===== src/rtl/shared_track_arbiter.sv =====
// Round-robin interlock for NUM_TRAINS trains sharing one track section.
// It grants the section, holds it through clearance, and latches an occupancy-timeout fault.
module shared_track_arbiter #(
  parameter int NUM_TRAINS   = 4,
  parameter int CLEAR_CYCLES = 3,
  parameter int TIMEOUT      = 255,
  parameter int SELW         = (NUM_TRAINS > 1) ? $clog2(NUM_TRAINS) : 1
) (
  input  logic                    Clock,
  input  logic                    RESET,
  input  logic [NUM_TRAINS-1:0]   SR_APPROACH,
  input  logic [NUM_TRAINS-1:0]   SR_EXIT,
  input  logic                    FAULT_CLR,
  output logic [SELW-1:0]         SW_SEL,
  output logic                    SW_VALID,
  output logic [2*NUM_TRAINS-1:0] DA,
  output logic                    BUSY,
  output logic                    FAULT
);

  localparam int TW = (TIMEOUT > 0) ? $clog2(TIMEOUT + 1) : 1;
  localparam int CW = (CLEAR_CYCLES > 1) ? $clog2(CLEAR_CYCLES) : 1;

  localparam logic [TW-1:0]   TMO_LAST = TW'((TIMEOUT > 0) ? TIMEOUT - 1 : 0);
  localparam logic [TW-1:0]   TMR_MAX  = {TW{1'b1}};
  localparam logic [CW-1:0]   CLR_LAST = CW'(CLEAR_CYCLES - 1);
  localparam logic [SELW-1:0] LAST_IDX = SELW'(NUM_TRAINS - 1);
  localparam logic [1:0]      DA_GO    = 2'b01;
  localparam logic [1:0]      DA_STOP  = 2'b00;

  typedef enum logic [1:0] {
    S_IDLE  = 2'd0,
    S_GRANT = 2'd1,
    S_CLEAR = 2'd2,
    S_FAULT = 2'd3
  } state_t;

  state_t                  state_q, state_d;
  logic [SELW-1:0]         owner_q, owner_d;
  logic [SELW-1:0]         ptr_q, ptr_d;
  logic [SELW-1:0]         winner_s;
  logic [TW-1:0]           timer_q, timer_d;
  logic [CW-1:0]           clr_q, clr_d;
  logic                    sw_valid_q, sw_valid_d;
  logic                    busy_q, busy_d;
  logic                    fault_q, fault_d;
  logic [2*NUM_TRAINS-1:0] da_q, da_d;

  // Scanning from the far end lets the nearest requester at/after the pointer win.
  always_comb begin
    logic [SELW:0]   sum;
    logic [SELW-1:0] idx;
    winner_s = ptr_q;
    sum      = {(SELW+1){1'b0}};
    idx      = {SELW{1'b0}};
    for (int k = NUM_TRAINS - 1; k >= 0; k--) begin
      sum      = {1'b0, ptr_q} + (SELW+1)'(k);
      idx      = (sum >= (SELW+1)'(NUM_TRAINS)) ? SELW'(sum - (SELW+1)'(NUM_TRAINS)) : SELW'(sum);
      winner_s = SR_APPROACH[idx] ? idx : winner_s;
    end
  end

  always_comb begin
    state_d = state_q;
    owner_d = owner_q;
    ptr_d   = ptr_q;
    timer_d = timer_q;
    clr_d   = clr_q;
    case (state_q)
      S_IDLE: begin
        if (|SR_APPROACH) begin
          state_d = S_GRANT;
          owner_d = winner_s;
          ptr_d   = (winner_s == LAST_IDX) ? {SELW{1'b0}} : winner_s + SELW'(1);
          timer_d = {TW{1'b0}};
        end else begin
          state_d = S_IDLE;
        end
      end
      S_GRANT: begin
        // An owner exit outranks a timeout expiring on the same edge.
        if (SR_EXIT[owner_q]) begin
          state_d = S_CLEAR;
          timer_d = {TW{1'b0}};
          clr_d   = {CW{1'b0}};
        end else if ((TIMEOUT > 0) && (timer_q == TMO_LAST)) begin
          state_d = S_FAULT;
        end else if (timer_q != TMR_MAX) begin
          timer_d = timer_q + TW'(1);
        end else begin
          timer_d = timer_q;
        end
      end
      S_CLEAR: begin
        if (clr_q == CLR_LAST) begin
          state_d = S_IDLE;
        end else begin
          clr_d = clr_q + CW'(1);
        end
      end
      S_FAULT: begin
        if (FAULT_CLR) begin
          state_d = S_IDLE;
        end else begin
          state_d = S_FAULT;
        end
      end
      default: begin
        state_d = S_IDLE;
      end
    endcase
  end

  // Outputs are derived from the next state so they register on the same edge.
  always_comb begin
    sw_valid_d = (state_d == S_GRANT) || (state_d == S_CLEAR);
    busy_d     = (state_d == S_GRANT) || (state_d == S_CLEAR);
    fault_d    = (state_d == S_FAULT);
    da_d       = {NUM_TRAINS{DA_GO}};
    for (int i = 0; i < NUM_TRAINS; i++) begin
      if (state_d == S_FAULT) begin
        da_d[2*i +: 2] = DA_STOP;
      end else if (owner_d == SELW'(i)) begin
        da_d[2*i +: 2] = DA_GO;
      end else if (SR_APPROACH[i]) begin
        da_d[2*i +: 2] = DA_STOP;
      end else begin
        da_d[2*i +: 2] = DA_GO;
      end
    end
  end

  always_ff @(posedge Clock) begin
    if (RESET) begin
      state_q    <= S_IDLE;
      owner_q    <= {SELW{1'b0}};
      ptr_q      <= {SELW{1'b0}};
      timer_q    <= {TW{1'b0}};
      clr_q      <= {CW{1'b0}};
      sw_valid_q <= 1'b0;
      busy_q     <= 1'b0;
      fault_q    <= 1'b0;
      da_q       <= {NUM_TRAINS{DA_GO}};
    end else begin
      state_q    <= state_d;
      owner_q    <= owner_d;
      ptr_q      <= ptr_d;
      timer_q    <= timer_d;
      clr_q      <= clr_d;
      sw_valid_q <= sw_valid_d;
      busy_q     <= busy_d;
      fault_q    <= fault_d;
      da_q       <= da_d;
    end
  end

  // The switch always points at the most recent owner.
  assign SW_SEL   = owner_q;
  assign SW_VALID = sw_valid_q;
  assign DA       = da_q;
  assign BUSY     = busy_q;
  assign FAULT    = fault_q;

endmodule


===== config.mk =====
export PLATFORM = sky130hd
export DESIGN_NAME = shared_track_arbiter
export DESIGN_NICKNAME = d
export VERILOG_FILES = /design/src/rtl/shared_track_arbiter.sv
export SDC_FILE = /design/constraint.sdc
export NUM_CORES = 1
export LEC_CHECK = 0
export ABC_AREA = 1
export CORE_AREA = 2 2 58 60
export DETAILED_ROUTE_END_ITERATION = 10
export DIE_AREA = 0 0 60 62
export PLACE_DENSITY = 0.72
export SYNTH_ARGS = -nofsm -noshare
export SYNTH_HDL_FRONTEND = slang
export SYNTH_SLANG_ARGS = --single-unit

===== constraint.sdc =====
create_clock -name Clock -period 1.6 [get_ports Clock]
set_input_delay 0.16 -clock Clock [delete_from_list [all_inputs] [get_ports Clock]]
set_output_delay 0.16 -clock Clock [all_outputs]
set_load 0.01 [all_outputs]

# == Word-level counts from Yosys, hierarchy flattened ==
# Index checks and enable logic that the tools add are counted.
# word_totals
reg_bits,26
latch_bits,0
ram_bits,0
romBits,0
in_bits,11
out_inout_bits,13
n_memories,0
# classes
addsub,10
multipliers,0
div,0
order_cmp,9
n_eq_ne,18
n_shift,0
n_mux,47
n_bitwise,0
n_reduce_logical,13
# ops
cell,n
2-bit two-way mux,17
8-bit two-way mux,4
1-bit two-way mux,18
"2-bit == test, second input constant",8
8-bit case mux with 2 select lines,1
"2-bit by 3-bit less-than comparator with 1-bit output, second input constant",5
3-bit OR reduction,4
1-bit binary-select mux with 2-bit select,5
"3-bit >= comparator, second input constant",3
"8-bit by 1-bit adder with 8-bit output, second input constant",1
"8-bit == test, second input constant",1
"8-bit != test, second input constant",1
2-bit case mux with 4 select lines,1
"2-bit by 1-bit subtractor with 2-bit output, second input constant",4
"2-bit by 2-bit adder with 3-bit output, second input constant",2
"2-bit by 1-bit == test with 1-bit output, second input constant",3
"2-bit != test, second input constant",3
"3-bit != test, second input constant",2
"2-bit by 1-bit adder with 2-bit output, second input constant",2
2-bit logical NOT,2
2-bit case mux with 2 select lines,1
4-bit AND reduction,1
2-bit nonzero test,2
4-bit OR reduction,1
5 further kinds,5

# == Longest topological paths before layout ==
# Gate-level depths: netlist of the first run.
# logic_depth
ltp_word,14
mapped_depth,14
depth_no_buf,13

# == Worst setup path after synthesis of the first run ==
# Ideal clock, no wire load.
# synth_timing
path_type,reg-to-reg
from,"register owner_q[0], in the netlist SW_SEL[0]"
to,"register da_q[0], in the netlist DA[0]"
setup_ns,0.127
arrival_ns,1.377
path_slack_ns,0.096
stages_incl_launch_ff,11
n_path_buf,0
cell_sequence,dfxtp_1 -> nand2_1 -> nand3_2 -> nand2_2 -> o22ai_1 -> inv_1 -> nand2_1 -> ha_1 -> inv_1 -> nor2_1 -> a21oi_1
# synth_between
elab_chain_len,6
# synth_rtl
element,line,rtl
start: declaration,39,"logic [SELW-1:0] owner_q, owner_d;"
start signal: assignment,136,owner_q <= {SELW{1'b0}};
start signal: assignment,146,owner_q <= owner_d;
1-bit binary-select mux with 2-bit select,82,if (SR_EXIT[owner_q]) begin
1-bit two-way mux (not written as such),82,
2-bit two-way mux,82,
2-bit case mux with 4 select lines,69,case (state_q)
named net state_d[1],38,"state_t state_q, state_d;"
2-bit == test,--,
named net fault_d,46,"logic fault_q, fault_d;"
1-bit two-way mux,121,if (state_d == S_FAULT) begin
end signal: assignment,143,da_q <= {NUM_TRAINS{DA_GO}};
end: declaration,47,"logic [2*NUM_TRAINS-1:0] da_q, da_d;"
# The timed path passes the listed nets, and every way through them passes these cells. The select of a mux whose other input is x is not followed.
# A chain may end at the register's enable or synchronous reset.

# == Final worst setup path of the first run ==
# layout_timing
from,register timer_q[7]
to,"register da_q[4], in the netlist DA[4]"
# layout_between
elab_chain_len,6
# layout_rtl
element,line,rtl
start: declaration,42,"logic [TW-1:0] timer_q, timer_d;"
start signal: assignment,138,timer_q <= {TW{1'b0}};
start signal: assignment,148,timer_q <= timer_d;
8-bit == test,86,end else if ((TIMEOUT > 0) && (timer_q == TMO_LAST)) begin
2-bit two-way mux,86,
2-bit two-way mux,82,
2-bit case mux with 4 select lines,69,
named net state_d[1],38,
2-bit == test,--,
named net fault_d,46,
1-bit two-way mux,121,
# The timed path passes the listed nets, and every way through them passes these cells.

==> results of run 1 <==
==> cells in the final DEF, fill, tap and decap left out, types with 6 or more instances in the layout <==
cell type        netlist  routed
nand2_1               52      41
nand2_2               10      20
buf_4                  5      24
nand3_1               15      12
a21oi_1               16      14
nor2_1                19      15
dfxtp_1               22      11
dfxtp_2                0       7
inv_1                 26      24
nand3_2                3       6
clkdlybuf4s50_1        0      19
==> metal layers <==
metal | GRT usage, % | part of all wire, % | vias to the layer above | wire length, um
met1 | 22.9 | 48 | 608 | 1540
met2 | 28.1 | 47 | 30 | 1520
met3 | 1.45 | 3.6 | 4 | 115
met4 | 5.71 | 1.1 | 0 | 34
li1 | - | - | 752 | -
met5 | 0 | 0 | - | 0
==> sequential cells by signal (all words and copies together) (netlist names) <==
signal	cells
timer_q	8
FAULT	1
state_q	2
BUSY	1
clr_q	2
SW_SEL	2
DA	4
ptr_q	2
==> timing repair <==
action,4_1_cts,5_1_grt
setup endpoints to repair,5,13
gates resized for setup,2,53
pin swaps,0,18
setup buffers,0,3
==> final cells by class <==
type                       count  area [um2]
fill                         292        1220
clock buffer                   4        36.3
sequential                    22         464
tap                           46        57.6
timing repair buffer          45         393
multi-input combinational    151         888
inverter                      30         120
==> worst max path at each step <==
stage | start | endpoint | slack, ns
final | timer_q[7] | DA[4] | 0.09
after global placement | SR_EXIT[1] | DA[0] | -0.13
after floorplan | SW_SEL[0] | DA[0] | 0.1
after CTS | ptr_q[0] | DA[2] | 0.004
after global routing | ptr_q[0] | DA[0] | -0.02
after detailed placement | SR_EXIT[1] | DA[6] | -0.21
==> worst min-delay path: stages, from the launching register on <==
cell and delay (ns):
dfxtp_2 0.36, nand2_1 0.06, a21oi_1 0.06
==> logic make-up after synthesis <==
group / count (synthesis) / synth area share (%)
AO/OA/AOI/OAI: 31 / 12.3
XOR/XNOR: 3 / 1.90
adder cells (fa/ha/maj): 4 / 3.62
buffers and inverters: 39 / 13.4
flip-flops: 22 / 31.9
other: 1 / 0.271
AND/OR/NAND/NOR: 109 / 36.7
==> power groups by stage <==
stage	Clock [mW]	Combinational [mW]	Sequential [mW]
2_1_floorplan	0	1.18	0.851
3_3_place_gp	0	1.74	0.861
3_5_place_dp	0	1.75	0.862
4_1_cts	0.315	1.80	0.850
5_1_grt	0.334	2.33	0.895
6_report	0.307	2.10	0.873
==> metrics by stage <==
step / cells / power (mW) / cell area (um2)
after detailed placement: 291 / 2.61 / 1750
after CTS: 295 / 2.96 / 1790
after floorplan: 212 / 2.03 / 1390
final: 298 / 3.28 / 1960
after global routing: 298 / 3.56 / 1960
after global placement: 291 / 2.60 / 1750
==> metrics.txt, run 1 <==
Sequential Power Share=a little over a quarter; most frequent CP cell=nor2_4; top cells by count, synth=nand2_1, inv_1, dfxtp_1; mean post-synth cell area=around 6.6 um2; TritonCTS clock tree=yes; Crit Path Max Fanout=5; RSZ-0062 raised after global routing=yes; RR Endpoint=DA[4]; # Max-Cap Violations=0; Vias=1394; final WL=approximately 3200 um; Synth area leader=dfxtp_1; dpl ws=-0.210 ns; DR iter-0 viols=54; hold path start=timer_q[7]; GRT Total Usage=around 17%; part of the cycle the worst path needs=a little over nine tenths; drt first pass iters=4; final worst slack=0.0903 ns; Die Ht=between 60 and 70 um; Initial Util=a little over two fifths; final hold violation count=0; Top Family by Delay on Critical Path=simple AND/OR/NAND/NOR gates; DRC=0; layout cells sized above 1=a little over a third; status=finished, final reports clean; Syn-to-layout area delta=41.7%; clock root buffer=clkbuf_4; Cell Pwr Density=roughly 1700 nW/um2; critical path class=reg2reg; Worst R2R Start=timer_q[7]; WP data required=1.81 ns; Hold Path Sink=timer_q[7]; EDFF count, synth=0; Clk pwr share=9.4%; H-tree depth=1; CP Cell Sequence=nand2_2 -> nor2_4 -> nand4_1 -> o21ai_1 -> inv_1 -> nand2_1 -> ha_2 -> inv_2 -> nor2_4 -> a21oi_1; FFs w/ async S/R, synth=0%; Ant. Diodes=0; Finish-stage setup viols=0; post-synthesis sequential element count=22; Worst-Skew Late Latency=0.30 ns; Hold WC Path Type=reg2reg; worst reg-to-reg setup slack=between 0.09 and 0.1 ns; largest net degree at the start of global routing=13; Tmin final=approximately 1.5 ns; fmax=between 600 and 700 MHz; Crit path buffers/inverters=2; endpoint class of the critical path=flip-flop; crit-path max cell delay=approximately 0.37 ns; Yosys warning count=0; Setup Skew=between 0.002 and 0.0025 ns; library cells used by synthesis=28; setup TNS=0 ns; remaining antenna violation count after routing=0; Slowest-stage cell, CP=dfxtp_2; Leak=slightly below 0.9 nW; Comb power frac=64.0%; hold slack final=0.503 ns; CORE AREA=3180 um2; Die X-Extent=approximately 60 um; Longest Clk Path Bufs=2; first-pass GRT wire length=4760 um; cells on worst reg2reg path=10; antenna violations before repair=0; utilization after layout=between 60% and 70%; Synth Flop Type=dfxtp_1; Syn Inst Count=~210; fin. max-slew vios=0; Worst path depth=10; top cell type's share of synthesized area=a little under a third; worst hold path depth=2; Area contributors post-synth=dfxtp_1, nand2_1, inv_1; P_int=roughly 1.8 mW; die area=around 3700 um2; total grt overflow=0; CTS sink count=22; nets=around 270; GP Congestion=a little over 0.8; total CTS buffers=3; Reg clk slew, reported paths=between 0.1 and 0.15 ns; # IOs=24; VDD IR max=about 1100 uV; top-count cell post-synth=nand2_1; row count=21; Sw Ratio=45.2%; P_sw=1.48 mW; Critical Path AT=1.72 ns; Wirelength per Cell=roughly 11 um; Seq/Total Area, Yosys=31.9%; synthesized area=roughly 1400 um2; vias in the first global route=roughly 1100; vias per inst=about 4.7; # port buffers=19; Detailed Place HPWL=between 2000 and 2500 um; Startpoint Class=flip-flop; # hold bufs at CTS=0
Note: power is estimated with default switching activity, not from simulation.
==> inputs of run 2 (changes only) <==
--- a/config.mk
+++ b/config.mk
@@ -14,2 +14,3 @@
 export SYNTH_HDL_FRONTEND = slang
 export SYNTH_SLANG_ARGS = --single-unit
+export TNS_END_PERCENT = 10
==> constraint.sdc (replaced) <==
create_clock -name Clock -period 1.6 [get_ports Clock]
set_input_delay 0.4 -clock Clock [delete_from_list [all_inputs] [get_ports Clock]]
set_output_delay 0.4 -clock Clock [all_outputs]
set_load 0.01 [all_outputs]
==> run 2 against run 1 <==
Effect of this change:
- the run now ends with negative setup slack left
- power fell by 1.5%
- clock skew is 0.0066 ns higher
- sequential cell count unchanged
- fmax shrank 11%
- critical path depth unchanged
- clock power increased by 4%
- worst hold slack improved by 0.013 ns
- non-clock buffer count is 9 higher
- sequential share of layout area fell by 0.89 points
- combinational power is 3% lower
- register-to-register slack worse by 0.18 ns
- design area rose by 3.6%
==> metrics.txt, run 2 (synthesis gave the netlist of run 1 again) <==
status=finished with violations (was finished, final reports clean); violated checks=negative setup slack; most frequent cells in the layout=nand2_1, buf_4, inv_1, nor2_1, nand3_1 (was nand2_1, inv_1, buf_4, nand2_2, clkdlybuf4s50_1); Non-Filler Instances=307 (was 298); Tmin final=1.69 ns (was 1.51 ns); die area=3720 um2 (unchanged); Clk pwr share=9.9% (was 9.4%); final WL=3490 um (was 3200 um); CTS sink count=22 (unchanged); remaining antenna violation count after routing=0 (unchanged); layout cells sized above 1=38.7% (was 34.9%); CORE AREA=3180 um2 (unchanged); fin area=2030 um2 (was 1960 um2); Syn-to-layout area delta=46.9% (was 41.7%); Setup Skew=0.00905 ns (was 0.00247 ns); antenna violations before repair=0 (unchanged); # IOs=24 (unchanged); Worst-Skew Late Latency=0.32 ns (was 0.30 ns); H-tree depth=1 (unchanged); Leak=1.02 nW (was 0.866 nW); most common cell after layout, fill and taps aside=nand2_1 (unchanged); VDD IR max=954 uV (was 1090 uV); # port buffers=19 (unchanged); row count=21 (unchanged); critical path class=reg2reg (unchanged); Worst R2R Start=timer_q[7] (unchanged); # Max-Cap Violations=0 (unchanged); P_sw=1.46 mW (was 1.48 mW); Cell Pwr Density=1590 nW/um2 (was 1680 nW/um2); Hold Path Sink=clr_q[0] (was timer_q[7]); P_int=1.78 mW (was 1.80 mW); Ant. Diodes=0 (unchanged); largest net degree at the start of global routing=13 (unchanged); Longest Clk Path Bufs=2 (unchanged); fmax=591 MHz (was 662 MHz); utilization after layout=63.9% (was 61.6%); max reg flops=8 (unchanged); drt first pass iters=4 (unchanged); Initial Util=43.5% (unchanged); crit path launch=timer_q[7] (unchanged); final worst slack=-0.0907 ns (was 0.0903 ns); hold path start=clr_q[0] (was timer_q[7]); worst hold path depth=2 (unchanged); dpl cells=295 (was 291); TritonCTS clock tree=yes (unchanged); DRC=0 (unchanged); total grt overflow=0 (unchanged); Startpoint Class=flip-flop (unchanged); RSZ-0062 raised after global routing=yes (unchanged); dpl cell area=1780 um2 (was 1750 um2); cells on worst reg2reg path=10 (unchanged); Comb power frac=63.0% (was 64.0%); part of the cycle the worst path needs=106% (was 94.4%); vias in the first global route=1137 (was 1123); Wirelength per Cell=11.4 um (was 10.7 um); GP Congestion=0.843 (was 0.815); Sequential Power Share=27.2% (was 26.6%); Overall Power=3.23 mW (was 3.28 mW); Critical Path AT=1.90 ns (was 1.72 ns); Die Ht=62 um (unchanged); Reg clk slew, reported paths=0.13 ns (was 0.12 ns); endpoint class of the critical path=flip-flop (unchanged); Sw Ratio=45.1% (was 45.2%); Die X-Extent=60 um (unchanged); Hold WC Path Type=reg2reg (unchanged); WP data required=1.81 ns (about the same); nets=277 (was 268); Finish-stage setup viols=6 (was 0); vias per inst=4.83 (was 4.68); clock root buffer=clkbuf_4 (unchanged); fin. max-slew vios=0 (unchanged); GRT Total Usage=17.0% (was 16.8%); Detailed Place HPWL=2410 um (was 2370 um); RR Endpoint=DA[2] (was DA[4]); total CTS buffers=3 (unchanged); first-pass GRT wire length=4800 um (was 4760 um); final hold violation count=0 (unchanged); Top reg by flops=timer_q (unchanged); Crit Path Max Fanout=5 (unchanged); Vias=1483 (was 1394); DR iter-0 viols=58 (was 54); worst reg-to-reg setup slack=-0.09 ns (was 0.09 ns)
[run 2: changes by cell type in the layout (fill, tap and decap cells not counted), sizes merged]
cell / before / now
dlygate4sd2: 0 / 2
dlymetal6s2s: 0 / 12
clkdlybuf4s50: 19 / 5
buf: 26 / 35
[run 2: what timing repair did]
item | CTS | global route
pin swaps | 0 | 29
gates cloned | 0 | 0
resized for setup | 5 | 63
buffers inserted | 0 | 8
endpoints found under the setup margin | 7 | 22
hold buffers | 0 | 0
[run 2: worst max-delay path: stages, from the launching register on]
cell and delay, ns:
dfxtp_2 0.36, nand2_1 0.06, nor2_2 0.15, nand4_1 0.18
o21ai_1 0.23, inv_1 0.09, nand2_1 0.08, ha_2 0.16
inv_2 0.04, nor2_4 0.18, a21oi_2 0.05
[run 2: layout make-up]
class / count / area, um2
inverters: 30 / 118
repair buffers: 54 / 484
fillers: 270 / 1150
multi-input cells: 151 / 872
flip-flops and latches: 22 / 463
well taps: 46 / 57.6
clock buffers: 4 / 36.3
[run 2: worst max path at each step]
stage | endpoint | slack (ns) | cells past startpoint
2_1_floorplan | DA[0] | 0.1 | 10
3_3_place_gp | DA[0] | -0.38 | 11
3_5_place_dp | DA[2] | -0.42 | 11
4_1_cts | DA[0] | -0.02 | 13
5_1_grt | DA[2] | -0.18 | 10
6_report | DA[2] | -0.09 | 10
[run 2: stage by stage]
step                      hold WS [ns]  setup TNS [ns]  setup slack (ns)
after global routing             0.548           -1.09            -0.182
after floorplan                  0.461               0            0.0960
final                            0.516          -0.370           -0.0907
after global placement           0.481           -5.64            -0.384
after CTS                        0.511         -0.0571           -0.0221
after detailed placement         0.488           -6.19            -0.419
[run 2: routing by layer]
layer  wire length [um]  vias up  global-route usage [%]  part of all wire, %
met5                  0        -                       0                    0
met4                 57        0                    6.67                  1.6
met3                202        4                    2.07                  5.8
met2               1620       47                    26.1                   47
met1               1610      664                    24.2                   46
li1                   -      768                       -                    -
[run 2: power groups by stage]
stage | registers, mW | logic, mW | clock network (mW)
finish | 0.878 | 2.04 | 0.319
global route | 0.905 | 2.27 | 0.338
CTS | 0.853 | 1.79 | 0.322
detailed placement | 0.861 | 1.79 | 0
global placement | 0.859 | 1.76 | 0
floorplan | 0.851 | 1.18 | 0
==> inputs of run 3 (changes only) <==
- CORE_AREA: 2 2 58 60 -> 2 2 53 65
- DIE_AREA: 0 0 60 62 -> 0 0 55 67
- PLACE_DENSITY: 0.72 -> 0.74
==> run 3 against run 2 <==
Effect of this change:
- the flow now finishes without violations
- sequential share of layout area up 0.65 points
- first-iteration DRC count down 53%
- via count down 3.0%
- clock-buffer cell count down 1
- clock skew down 0.0015 ns
- die area down 0.94%
- core utilization up 0.80 points
- non-clock buffer count down 4
- fmax up 12%
- power down 0.41%
- worst hold slack better by 0.0081 ns
- combinational power down 7%
==> metrics.txt, run 3 (synthesis gave the netlist of run 1 again) <==
status=finished, final reports clean (was finished with violations); vias in the first global route=1350 (was 1137); vias per inst=4.91 (was 4.83); utilization after layout=64.7% (was 63.9%); # Max-Cap Violations=0 (unchanged); Startpoint Class=flip-flop (unchanged); Seq. cell area=459 um2 (was 463 um2); setup TNS=0 ns (was -0.370 ns); Detailed Place HPWL=2510 um (was 2410 um); CORE AREA=3030 um2 (was 3180 um2); Longest Clk Path Bufs=2 (unchanged); multi-input logic area=823 um2 (was 872 um2); Hold WC Path Type=reg2reg (unchanged); fmax=661 MHz (was 591 MHz); total CTS buffers=3 (unchanged); Top reg by flops=timer_q (unchanged); largest net degree at the start of global routing=14 (was 13); crit-path max cell delay=0.39 ns (was 0.36 ns); Wirelength per Cell=11.3 um (was 11.4 um); Filler cells=276 (was 270); row count=22 (was 21); Vias=1438 (was 1483); Cell Pwr Density=1640 nW/um2 (was 1590 nW/um2); clock root buffer=clkbuf_4 (unchanged); # IOs=24 (unchanged); Tmin final=1.51 ns (was 1.69 ns); Sw Ratio=43.5% (was 45.1%); DR iter-0 viols=27 (was 58); max reg flops=8 (unchanged); Sequential Power Share=27.3% (was 27.2%); Finish-stage setup viols=0 (was 6); Clk pwr share=13.5% (was 9.9%); Leak=1.01 nW (was 1.02 nW); Reg clk slew, reported paths=0.13 ns (about the same); drt first pass iters=4 (unchanged); TritonCTS clock tree=yes (unchanged); remaining antenna violation count after routing=0 (unchanged); die area=3690 um2 (was 3720 um2); H-tree depth=1 (unchanged); P_int=1.82 mW (was 1.78 mW); VDD IR max=952 uV (was 954 uV); Setup Skew=0.00752 ns (was 0.00905 ns); critical path class=reg2reg (unchanged); Comb power frac=59.1% (was 63.0%); layout cells sized above 1=32.3% (was 38.7%); endpoint class of the critical path=flip-flop (unchanged); Die Ht=67 um (was 62 um); Initial Util=45.7% (was 43.5%); P_sw=1.40 mW (was 1.46 mW); most common cell after layout, fill and taps aside=nand2_1 (unchanged); Slowest-stage cell, CP=dfxtp_4 (was dfxtp_2); CP Cell Sequence=inv_4 -> nand2_2 -> nand3_2 -> nand2_2 -> nand4_1 -> nand2_2 -> nor2_4 -> nand2_1 -> or2_0 -> a21oi_1 (was nand2_1 -> nor2_2 -> nand4_1 -> o21ai_1 -> inv_1 -> nand2_1 -> ha_2 -> inv_2 -> nor2_4 -> a21oi_2); fin. max-slew vios=0 (unchanged); WP data required=1.86 ns (was 1.81 ns); Worst-Skew Late Latency=0.32 ns (about the same); Syn-to-layout area delta=41.6% (was 46.9%); Post-CTS Setup Inserts=0 (unchanged); total grt overflow=0 (unchanged); # port buffers=19 (unchanged); part of the cycle the worst path needs=94.6% (was 106%); Die X-Extent=55 um (was 60 um); nets=273 (was 277); CTS sink count=22 (unchanged); most frequent CP cell=nand2_2 (was nand2_1); final hold violation count=0 (unchanged); Critical Path AT=1.77 ns (was 1.90 ns); Ant. Diodes=0 (unchanged); Crit Path Max Fanout=6 (was 5); most frequent cells in the layout=nand2_1, buf_4, inv_1, nor2_1 (was nand2_1, buf_4, inv_1, nor2_1, nand3_1); GRT Total Usage=19.5% (was 17.0%); DRC=0 (unchanged); first-pass GRT wire length=5350 um (was 4800 um); GP Congestion=0.834 (was 0.843); antenna violations before repair=0 (unchanged); RSZ-0062 raised after global routing=yes (unchanged); final WL=3320 um (was 3490 um)
## run 3: cell types whose count changed in the layout (fill, tap and decap cells not counted), sizes merged
| cell | change |
|---|---|
| buf | -4 |
| clkdlybuf4s50 | -3 |
| dlymetal6s2s | +2 |
| bufinv | +1 |
| clkbuf | -1 |
| dlygate4sd2 | +1 |
## run 3: metal layers
| metal | GRT usage (%) | wire, um | share of wire [%] | vias to the layer above |
|---|---|---|---|---|
| met1 | 21.2 | 1370 | 41 | 660 |
| met4 | 7.01 | 25 | 0.75 | 0 |
| met2 | 36.9 | 1860 | 56 | 21 |
| met3 | 2.02 | 67 | 2.0 | 2 |
| met5 | 0 | 0 | 0 | - |
| li1 | - | - | - | 755 |
## run 3: final timing paths
check	endpoint	cells past startpoint	slack [ns]	startpoint
setup / recovery	timer_q[4]	10	0.09	SW_SEL[0]
hold / removal	timer_q[7]	2	0.52	timer_q[7]
setup reg to reg	timer_q[4]	10	0.09	SW_SEL[0]
hold reg to reg	timer_q[7]	2	0.52	timer_q[7]
## run 3: final cells by class
class                           instances  share of cell area (%)
Clock inverter                          1                    1.53
Multi-Input combinational cell        151                    42.0
Clock buffer                            3                    1.15
Inverter                               30                    6.13
Tap cell                               36                    2.30
Timing Repair Buffer                   50                    23.4
Sequential cell                        22                    23.5
## run 3: metrics by stage
step | std cells | setup WS (ns) | hold slack [ns] | cell area, um2 | power [mW]
after floorplan | 212 | 0.0960 | 0.461 | 1390 | 2.03
after global placement | 289 | -0.406 | 0.495 | 1790 | 2.63
after detailed placement | 289 | -0.453 | 0.504 | 1790 | 2.67
after CTS | 293 | -0.0556 | 0.524 | 1860 | 3.11
after global routing | 293 | -0.0472 | 0.548 | 1960 | 3.53
final | 293 | 0.0864 | 0.524 | 1960 | 3.22
## run 3: worst max-delay path, delay by kind of cell, from the launching register on
family,cells,cell delay (ns)
and+or+nand+nor,8,0.87
buffers and inverters,1,0.06
AOI/OAI and AO/OA,1,0.13
DFF,1,0.39
## run 3: what timing repair did
| action | in CTS | in global routing |
|---|---|---|
| hold buffers | 0 | 0 |
| pin swaps | 0 | 16 |
| setup endpoints to repair | 16 | 24 |
| gates resized for setup | 7 | 49 |
| cloned | 0 | 0 |
## run 3: power by group through the flow
stage | Combinational (mW) | Sequential (mW) | Clock [mW]
final | 1.90 | 0.880 | 0.436
after global placement | 1.77 | 0.853 | 0
after global routing | 2.15 | 0.907 | 0.475
after CTS | 1.82 | 0.843 | 0.439
after detailed placement | 1.81 | 0.854 | 0
after floorplan | 1.18 | 0.851 | 0
